$ cat src/rtl/rx_deser_ctrl.sv
// Serial lane receive sequencer: start hunt, payload framing, stop check,
// error accounting and a small output FIFO with valid/ready handshake.
module rx_deser_ctrl #(
   parameter int DATA_WIDTH = 8,
   parameter int FIFO_DEPTH = 4
) (
   input  logic                  clk,
   input  logic                  rst,
   input  logic                  enable,
   input  logic                  serial_in,
   input  logic                  clr_status,
   output logic [DATA_WIDTH-1:0] out_data,
   output logic                  out_valid,
   input  logic                  out_ready,
   output logic                  frame_err,
   output logic                  overflow,
   output logic [7:0]            err_count,
   output logic [15:0]           word_count,
   output logic                  busy
);

   localparam int AW = $clog2(FIFO_DEPTH);
   localparam int CW = $clog2(DATA_WIDTH);

   typedef enum logic [1:0] {
      ST_IDLE = 2'd0,
      ST_DATA = 2'd1,
      ST_STOP = 2'd2
   } state_t;

   state_t                state_q, state_d;
   logic [CW-1:0]         bit_cnt_q, bit_cnt_d;
   logic [DATA_WIDTH-1:0] sh_q, sh_d;
   logic                  frame_err_q, frame_err_d;
   logic                  overflow_q, overflow_d;
   logic [7:0]            err_count_q, err_count_d;
   logic [15:0]           word_count_q, word_count_d;

   logic [DATA_WIDTH-1:0] mem_q [FIFO_DEPTH];
   logic [DATA_WIDTH-1:0] mem_d [FIFO_DEPTH];
   logic [AW-1:0]         rd_ptr_q, rd_ptr_d;
   logic [AW-1:0]         wr_ptr_q, wr_ptr_d;
   logic [AW:0]           cnt_q, cnt_d;
   logic [DATA_WIDTH-1:0] out_data_q, out_data_d;

   logic                  push;
   logic                  pop;
   logic                  full;
   logic                  push_ok;
   logic                  err_evt;
   logic                  ovf_evt;
   logic [AW-1:0]         rd_nxt;

   assign out_valid  = (cnt_q != '0);
   assign full       = (cnt_q == (AW+1)'(FIFO_DEPTH));
   assign pop        = out_valid & out_ready;
   assign push       = (state_q == ST_STOP) & enable & serial_in;
   assign err_evt    = (state_q == ST_STOP) & enable & ~serial_in;
   assign push_ok    = push & (~full | pop);
   assign ovf_evt    = push & full & ~pop;
   assign rd_nxt     = rd_ptr_q + AW'(1);

   assign out_data   = out_data_q;
   assign frame_err  = frame_err_q;
   assign overflow   = overflow_q;
   assign err_count  = err_count_q;
   assign word_count = word_count_q;
   assign busy       = (state_q != ST_IDLE);

   // Frame sequencer; enable low aborts any partial frame silently
   always_comb begin
      state_d   = state_q;
      bit_cnt_d = bit_cnt_q;
      sh_d      = sh_q;
      if (!enable) begin
         state_d = ST_IDLE;
      end else begin
         unique case (state_q)
            ST_IDLE: begin
               if (!serial_in) begin
                  state_d   = ST_DATA;
                  bit_cnt_d = '0;
               end
            end
            ST_DATA: begin
               sh_d      = {sh_q[DATA_WIDTH-2:0], serial_in};
               bit_cnt_d = bit_cnt_q + CW'(1);
               if (bit_cnt_q == CW'(DATA_WIDTH-1))
                  state_d = ST_STOP;
            end
            ST_STOP: state_d = ST_IDLE;
            default: state_d = ST_IDLE;
         endcase
      end
   end

   // Status counters; a same-cycle event takes priority over clr_status
   always_comb begin
      frame_err_d  = err_evt;
      overflow_d   = overflow_q;
      err_count_d  = err_count_q;
      word_count_d = word_count_q;
      if (ovf_evt)
         overflow_d = 1'b1;
      else if (clr_status)
         overflow_d = 1'b0;
      if (err_evt) begin
         if (clr_status)
            err_count_d = 8'd1;
         else if (err_count_q != 8'hFF)
            err_count_d = err_count_q + 8'd1;
      end else if (clr_status) begin
         err_count_d = 8'd0;
      end
      if (push_ok)
         word_count_d = word_count_q + 16'd1;
   end

   // FIFO with a registered head word that holds when empty
   always_comb begin
      mem_d      = mem_q;
      rd_ptr_d   = rd_ptr_q;
      wr_ptr_d   = wr_ptr_q;
      cnt_d      = cnt_q;
      out_data_d = out_data_q;
      if (push_ok) begin
         mem_d[wr_ptr_q] = sh_q;
         wr_ptr_d        = wr_ptr_q + AW'(1);
      end
      if (pop)
         rd_ptr_d = rd_nxt;
      if (push_ok && !pop)
         cnt_d = cnt_q + (AW+1)'(1);
      else if (!push_ok && pop)
         cnt_d = cnt_q - (AW+1)'(1);
      if (pop) begin
         if (cnt_q > (AW+1)'(1))
            out_data_d = mem_q[rd_nxt];
         else if (push_ok)
            out_data_d = sh_q;
      end else if (cnt_q == '0 && push_ok) begin
         out_data_d = sh_q;
      end
   end

   always_ff @(posedge clk or posedge rst) begin
      if (rst) begin
         state_q      <= ST_IDLE;
         bit_cnt_q    <= '0;
         sh_q         <= '0;
         frame_err_q  <= 1'b0;
         overflow_q   <= 1'b0;
         err_count_q  <= '0;
         word_count_q <= '0;
         rd_ptr_q     <= '0;
         wr_ptr_q     <= '0;
         cnt_q        <= '0;
         out_data_q   <= '0;
         for (int i = 0; i < FIFO_DEPTH; i++)
            mem_q[i] <= '0;
      end else begin
         state_q      <= state_d;
         bit_cnt_q    <= bit_cnt_d;
         sh_q         <= sh_d;
         frame_err_q  <= frame_err_d;
         overflow_q   <= overflow_d;
         err_count_q  <= err_count_d;
         word_count_q <= word_count_d;
         rd_ptr_q     <= rd_ptr_d;
         wr_ptr_q     <= wr_ptr_d;
         cnt_q        <= cnt_d;
         out_data_q   <= out_data_d;
         for (int i = 0; i < FIFO_DEPTH; i++)
            mem_q[i] <= mem_d[i];
      end
   end

endmodule

$ cat config.mk
export PLATFORM = sky130hd
export DESIGN_NAME = rx_deser_ctrl
export DESIGN_NICKNAME = d
export VERILOG_FILES = /design/src/rtl/rx_deser_ctrl.sv
export SDC_FILE = /design/constraint.sdc
export NUM_CORES = 1
export LEC_CHECK = 0
export CORE_ASPECT_RATIO = 0.9
export CORE_MARGIN = 3
export CORE_UTILIZATION = 50
export DETAILED_ROUTE_END_ITERATION = 8
export DONT_BUFFER_PORTS = 1
export GPL_ROUTABILITY_DRIVEN = 0
export GPL_TIMING_DRIVEN = 0
export HOLD_SLACK_MARGIN = 0.08
export PLACE_DENSITY = 0.67
export SYNTH_ARGS = -nofsm -noshare
export SYNTH_HDL_FRONTEND = slang
export SYNTH_SLANG_ARGS = --single-unit
$ cat constraint.sdc
create_clock -name clk -period 3.68 [get_ports clk]
set_clock_uncertainty 0.1 [all_clocks]
set_input_delay 0.736 -clock clk [delete_from_list [all_inputs] [get_ports clk]]
set_output_delay 0.736 -clock clk [all_outputs]
set_load 0.01 [all_outputs]
==> impl_metrics.json <==
{
  "outcome": "finished clean",
  "nets": 326,
  "start_util": 0.525,
  "diodes": 0,
  "synth_largest_area_cell": "dfrtp_1",
  "drv_slew": 0,
  "finalHoldViolCount": 0,
  "cts_tree": "done",
  "cts_max_level": 3,
  "cts_resized": 0,
  "syn_area_per_cell_um2": 13.6,
  "synth_top_family_by_area": "multiplexers",
  "die_area_um2": 9150,
  "drt_iter0_drc": 82,
  "core-area_um2": 7660,
  "wl_per_cell_um": 17.7,
  "crit_end": "out_valid",
  "yosys_register_bits": 86,
  "cp.required_ns": 2.84,
  "die_w_um": 101,
  "wirelength_um": 7250,
  "setup.worst_path.end_class": "primary output",
  "synth-xor-area-share": 0.0436,
  "grt_max_degree": 68,
  "gr-total-overflow": 0,
  "powerDensity_nw_per_um2": 484,
  "synth-simple-area-share": 0.107,
  "io_buffers": 0,
  "cts_made_buffers": 9,
  "synth_compound_area_frac": 0.0548,
  "r2r-start": "cnt_q[1]",
  "synth_ff_type": "dfrtp_1",
  "switchingPower_w": 0.000615,
  "tightest_slew_ns": 0.959,
  "p_clk_frac": 0.296,
  "synth_adder_area_share": 0.0373,
  "syn2layout_area_growth_pct": 8.25,
  "ys_async_sr_fraction": 1.00,
  "p_comb_frac": 0.180,
  "synthDistinctLibCells": 52,
  "vias": 2346,
  "clk_pin_slew_worst_paths_ns": 0.08,
  "fin_crit_ns": 2.50,
  "antenna_found_initial": 0,
  "die_h_um": 91.1,
  "synth_edf_count": 0,
  "reg2regPathDepth": 6,
  "p_leak_nw": 2.12,
  "setup_violations": 0,
  "syn_area_um2": 4020,
  "ios": 42,
  "p_sw_frac": 0.292,
  "grt_pass1_vias": 2466,
  "synth_top_area_frac": 0.535,
  "yosysSeqAreaShare": 0.535,
  "grt_first_pass_wirelength_um": 12600,
  "slew_headroom": 0.357,
  "clockBufferDepth": 2,
  "syn-num-nets": 314,
  "cts_setup_buffers": 0,
  "synth.mux.area_fraction": 0.204,
  "clockRootBuffer": "clkbuf_8",
  "grt_usage": 0.176,
  "final_util": 0.568,
  "period_share": 0.679,
  "rrSetupSlack_ns": 1.31,
  "max-cap-violations": 0,
  "postRouteAntennaNets": 0,
  "critPathLaunch": "cnt_q[1]",
  "clkLatencyLatePin_ns": 0.35,
  "clock_sinks": 86,
  "vias_per_cell": 5.74,
  "pwr-share-seq": 0.524,
  "max_freq_mhz": 400,
  "holdBufCountCts": 0,
  "setup_tns_ns": 0,
  "drive_above_1_share": 0.300,
  "syn_inst": 296,
  "rr_endpoint": "out_data[6]",
  "num_rows": 30,
  "yosys-top-cells-area": "dfrtp_1 54%, mux2_2 16%, mux4_2 4.5%, ha_1 3.7%, xnor2_1 3.7%",
  "drtPass1Iterations": 4,
  "hold_path.class": "in2async",
  "ys_warn_count": 0,
  "internal_power_w": 0.00149,
  "max-vdd-ir-drop_mv": 0.374,
  "arrival_ns": 1.66,
  "start_kind": "flop",
  "worstSetupPathType": "reg2out",
  "dp_hpwl_um": 4830,
  "rsz0062_at_grt": "no",
  "total_power_w": 0.00211,
  "path_max_fanout": 7,
  "route.detailed.drc": 0
}
-- critical path, stage by stage, from the launching register on --
cell	delay, ns
dfrtp_1	0.42
inv_1	0.17
ha_1	0.29
nor2b_1	0.24
inv_1	0.18
-- per-layer routing --
| metal | share of wire | GRT usage | wire, um |
|---|---|---|---|
| met4 | 0.014 | 0.0572 | 100 |
| met2 | 0.47 | 0.272 | 3400 |
| met5 | 0 | 0 | 0 |
| met3 | 0.052 | 0.0545 | 380 |
| met1 | 0.46 | 0.236 | 3370 |
-- power by group through the flow --
stage	Combinational, W	Clock, W	Sequential (W)
floorplan	0.000306	0	0.00109
CTS	0.000388	0.000644	0.00111
detailed placement	0.000383	0	0.00113
finish	0.000379	0.000624	0.00110
global route	0.000431	0.000684	0.00112
global placement	0.000371	0	0.00112
-- placed cells by master (no fill, tap or decap), types with 3 or more instances in the layout --
cell,count
dfrtp_1,86
mux2_2,56
xnor2_1,17
nand2_1,16
ha_1,12
nand3_1,11
inv_1,9
clkbuf_8,9
mux4_2,8
and3_1,5
o21ai_0,5
o211ai_1,5
nand4_1,4
nor2_1,4
clkinv_2,4
and4_1,3
a21oi_1,3
clkbuf_1,3
a211oi_1,3
xor2_1,3
nor3_1,3
-- kinds of logic after synthesis --
group	count (synthesis)
AOI/OAI and AO/OA	30
xor gates and xnor gates	20
adders and majority gates	12
buffers and inverters	16
DFF	86
muxes	65
and+or+nand+nor	67
-- flip-flops by register name (all words and copies together), names as in the netlist --
| signal | count |
|---|---|
| bit_cnt_q | 3 |
| out_data | 8 |
| state_q | 2 |
| wr_ptr_q | 2 |
| rd_ptr_q | 2 |
| sh_q | 8 |
| err_count | 8 |
| frame_err | 1 |
| cnt_q | 3 |
| overflow | 1 |
| word_count | 16 |
| mem_q | 32 |
-- per-stage QoR --
step | cell area (um^2) | setup WS [ns] | instances | hold WS (ns)
6_report | 4350 | 1.18 | 409 | 0.0943
5_1_grt | 4350 | 0.990 | 409 | 0.0924
4_1_cts | 4350 | 1.17 | 409 | 0.0869
3_5_place_dp | 4170 | 1.33 | 393 | 0.387
3_3_place_gp | 4140 | -0.300 | 392 | 0.382
2_1_floorplan | 4020 | 0.622 | 296 | 0.368
-- worst min path at each step --
stage | start | depth (start not counted) | end
global route | rst | 1 | rd_ptr_q[0]
floorplan | bit_cnt_q[0] | 1 | bit_cnt_q[0]
finish | rst | 1 | word_count[13]
CTS | rst | 1 | word_count[4]
global placement | mem_q[28] | 1 | mem_q[28]
detailed placement | mem_q[6] | 1 | mem_q[6]
-- final cells by class --
| class | count | area, um^2 |
|---|---|---|
| fill | 653 | 3310 |
| sequential | 86 | 2150 |
| multi-input combinational | 194 | 1800 |
| clock buffer | 11 | 131 |
| tap | 96 | 120 |
| clock inverter | 5 | 50.0 |
| inverter | 10 | 40.0 |
| buffer | 6 | 32.5 |
| timing repair buffer | 1 | 27.5 |
-- cell usage after synthesis (all sizes together), types with 3 or more instances --
master  number
nand3       11
nand4        4
o211ai       5
nor2         5
xnor2       17
a21oi        3
mux2        56
inv         10
and4         3
xor2         3
buf          5
ha          12
dfrtp       86
and3         5
o21ai        7
nor3         5
nand2       20
a211oi       3
mux4         8
(Power assumes the default switching activity.)
==> RTL edit: new RTL, same settings <==
`out_data_q` no longer has a reset.
--- a/src/rtl/rx_deser_ctrl.sv
+++ b/src/rtl/rx_deser_ctrl.sv
@@ -156,5 +156,4 @@
          wr_ptr_q     <= '0;
          cnt_q        <= '0;
-         out_data_q   <= '0;
          for (int i = 0; i < FIFO_DEPTH; i++)
             mem_q[i] <= '0;
@@ -170,5 +169,4 @@
          wr_ptr_q     <= wr_ptr_d;
          cnt_q        <= cnt_d;
-         out_data_q   <= out_data_d;
          for (int i = 0; i < FIFO_DEPTH; i++)
             mem_q[i] <= mem_d[i];
@@ -176,4 +174,8 @@
    end
 
+   always_ff @(posedge clk) begin
+      out_data_q <= out_data_d;
+   end
+
 endmodule
 
Formal check against the unedited RTL: same outputs for any inputs over 10 cycles, from zero or initial values and one cycle with rst high; that may be too few to reach the edited logic, so the function may still have changed.
==> RTL edit against the original RTL <==
  * Area after synthesis shrank 0.56%
  * Final area is essentially flat
  * Total power grew 8.5%
  * Sequential cell count is the same
  * Wire length shrank 4.0%
  * Die area shrank 0.53%
  * Worst setup slack gained 120 ps
  * Sequential power grew 9%
  * Largest power group unchanged
==> RTL edit: results (changes against the original RTL) <==
status=complete, no violations; static leakage=2.09 nW (-1.1%); clk tree area frac=4.63% (+0.46 points); drt first-iter violations=128 (+56%); Total Routing Usage GR=16.8% (-0.77 points); Final nets=325 (-0.31%); Non-clock buffering overhead=2.04% (+0.66 points); number of synthesized flops with an enable pin=8 (+8); largest net degree at the start of global routing=60 (-12%); hpwl dp=4680 um (-3.1%); CLK BUF=13 (+2); wire length of the first global-routing pass=11900 um (-5.3%); Syn-to-layout area delta=8.79%; Met1 Wirelength=3220 um (-4.3%); Non-clk bufs=11 (+4); Arr. time, crit path=1540 ps (-120 ps); share of cells above drive strength 1=28.2% (-1.8 points); metal3 WL=347 um (-8.7%); Flop+latch power=1.20 mW (+9%); pwr/cell area=526 nW/um^2 (+8.5%); placed cell count=392 (-0.25%); wire length on met2=3290 um (-3.2%); ranking of synthesized cells by area=dfrtp_1, mux2_2, edfxtp_1; post-place setup slack=1310 ps (-14.9 ps); Filler Cell Count=657 (+0.61%); DR WL/cell=17.0 um (-3.8%)
-- RTL edit: cell types whose count changed in the layout (fill, tap and decap cells not counted), moves of 3 or more --
| cell | delta |
|---|---|
| o21a_1 | +3 |
| xor2_1 | +6 |
| xnor2_1 | -5 |
| mux2_2 | -9 |
| edfxtp_1 | +8 |
| dfrtp_1 | -8 |
| nor2_1 | +5 |
| nand4_1 | +4 |
| nor3_1 | -3 |
| clkinv_2 | -3 |
-- RTL edit: worst register-to-register path, stage by stage, from the launching register on --
cell and delay, ps:
dfrtp_1 430, inv_1 140, ha_1 280, nand3b_1 280
nor4b_1 660, nand4_1 200, xnor2_1 160
-- RTL edit: final timing paths --
kind                                       start                         end  slack, ps
max in group asynchronous                    rst        cnt_q[2]$_DFFE_PP0P_       2810
max                         cnt_q[1]$_DFFE_PP0P_                   out_valid       1310
min reg2reg                mem_q[15]$_DFFE_PP0P_       mem_q[15]$_DFFE_PP0P_        400
min                                          rst  word_count[10]$_DFFE_PP0P_        100
max reg2reg                 cnt_q[1]$_DFFE_PP0P_  word_count[11]$_DFFE_PP0P_       1310
min in group clk           mem_q[15]$_DFFE_PP0P_       mem_q[15]$_DFFE_PP0P_        400
-- RTL edit: cell families after synthesis --
kind of cell	count (synthesis)	synth area share, %
AOI/OAI and AO/OA	29	5.04
xor gates and xnor gates	21	4.60
adders and majority gates	13	4.01
buffers and inverters	18	2.28
DFF	86	54.8
muxes	58	18.5
and+or+nand+nor	70	10.7
-- RTL edit: metal layers --
| layer | up-vias | track usage (%) |
|---|---|---|
| li1 | 1103 | - |
| met1 | 1160 | 21.9 |
| met2 | 52 | 25.9 |
| met3 | 10 | 6.10 |
| met4 | 0 | 5.61 |
| met5 | - | 0 |
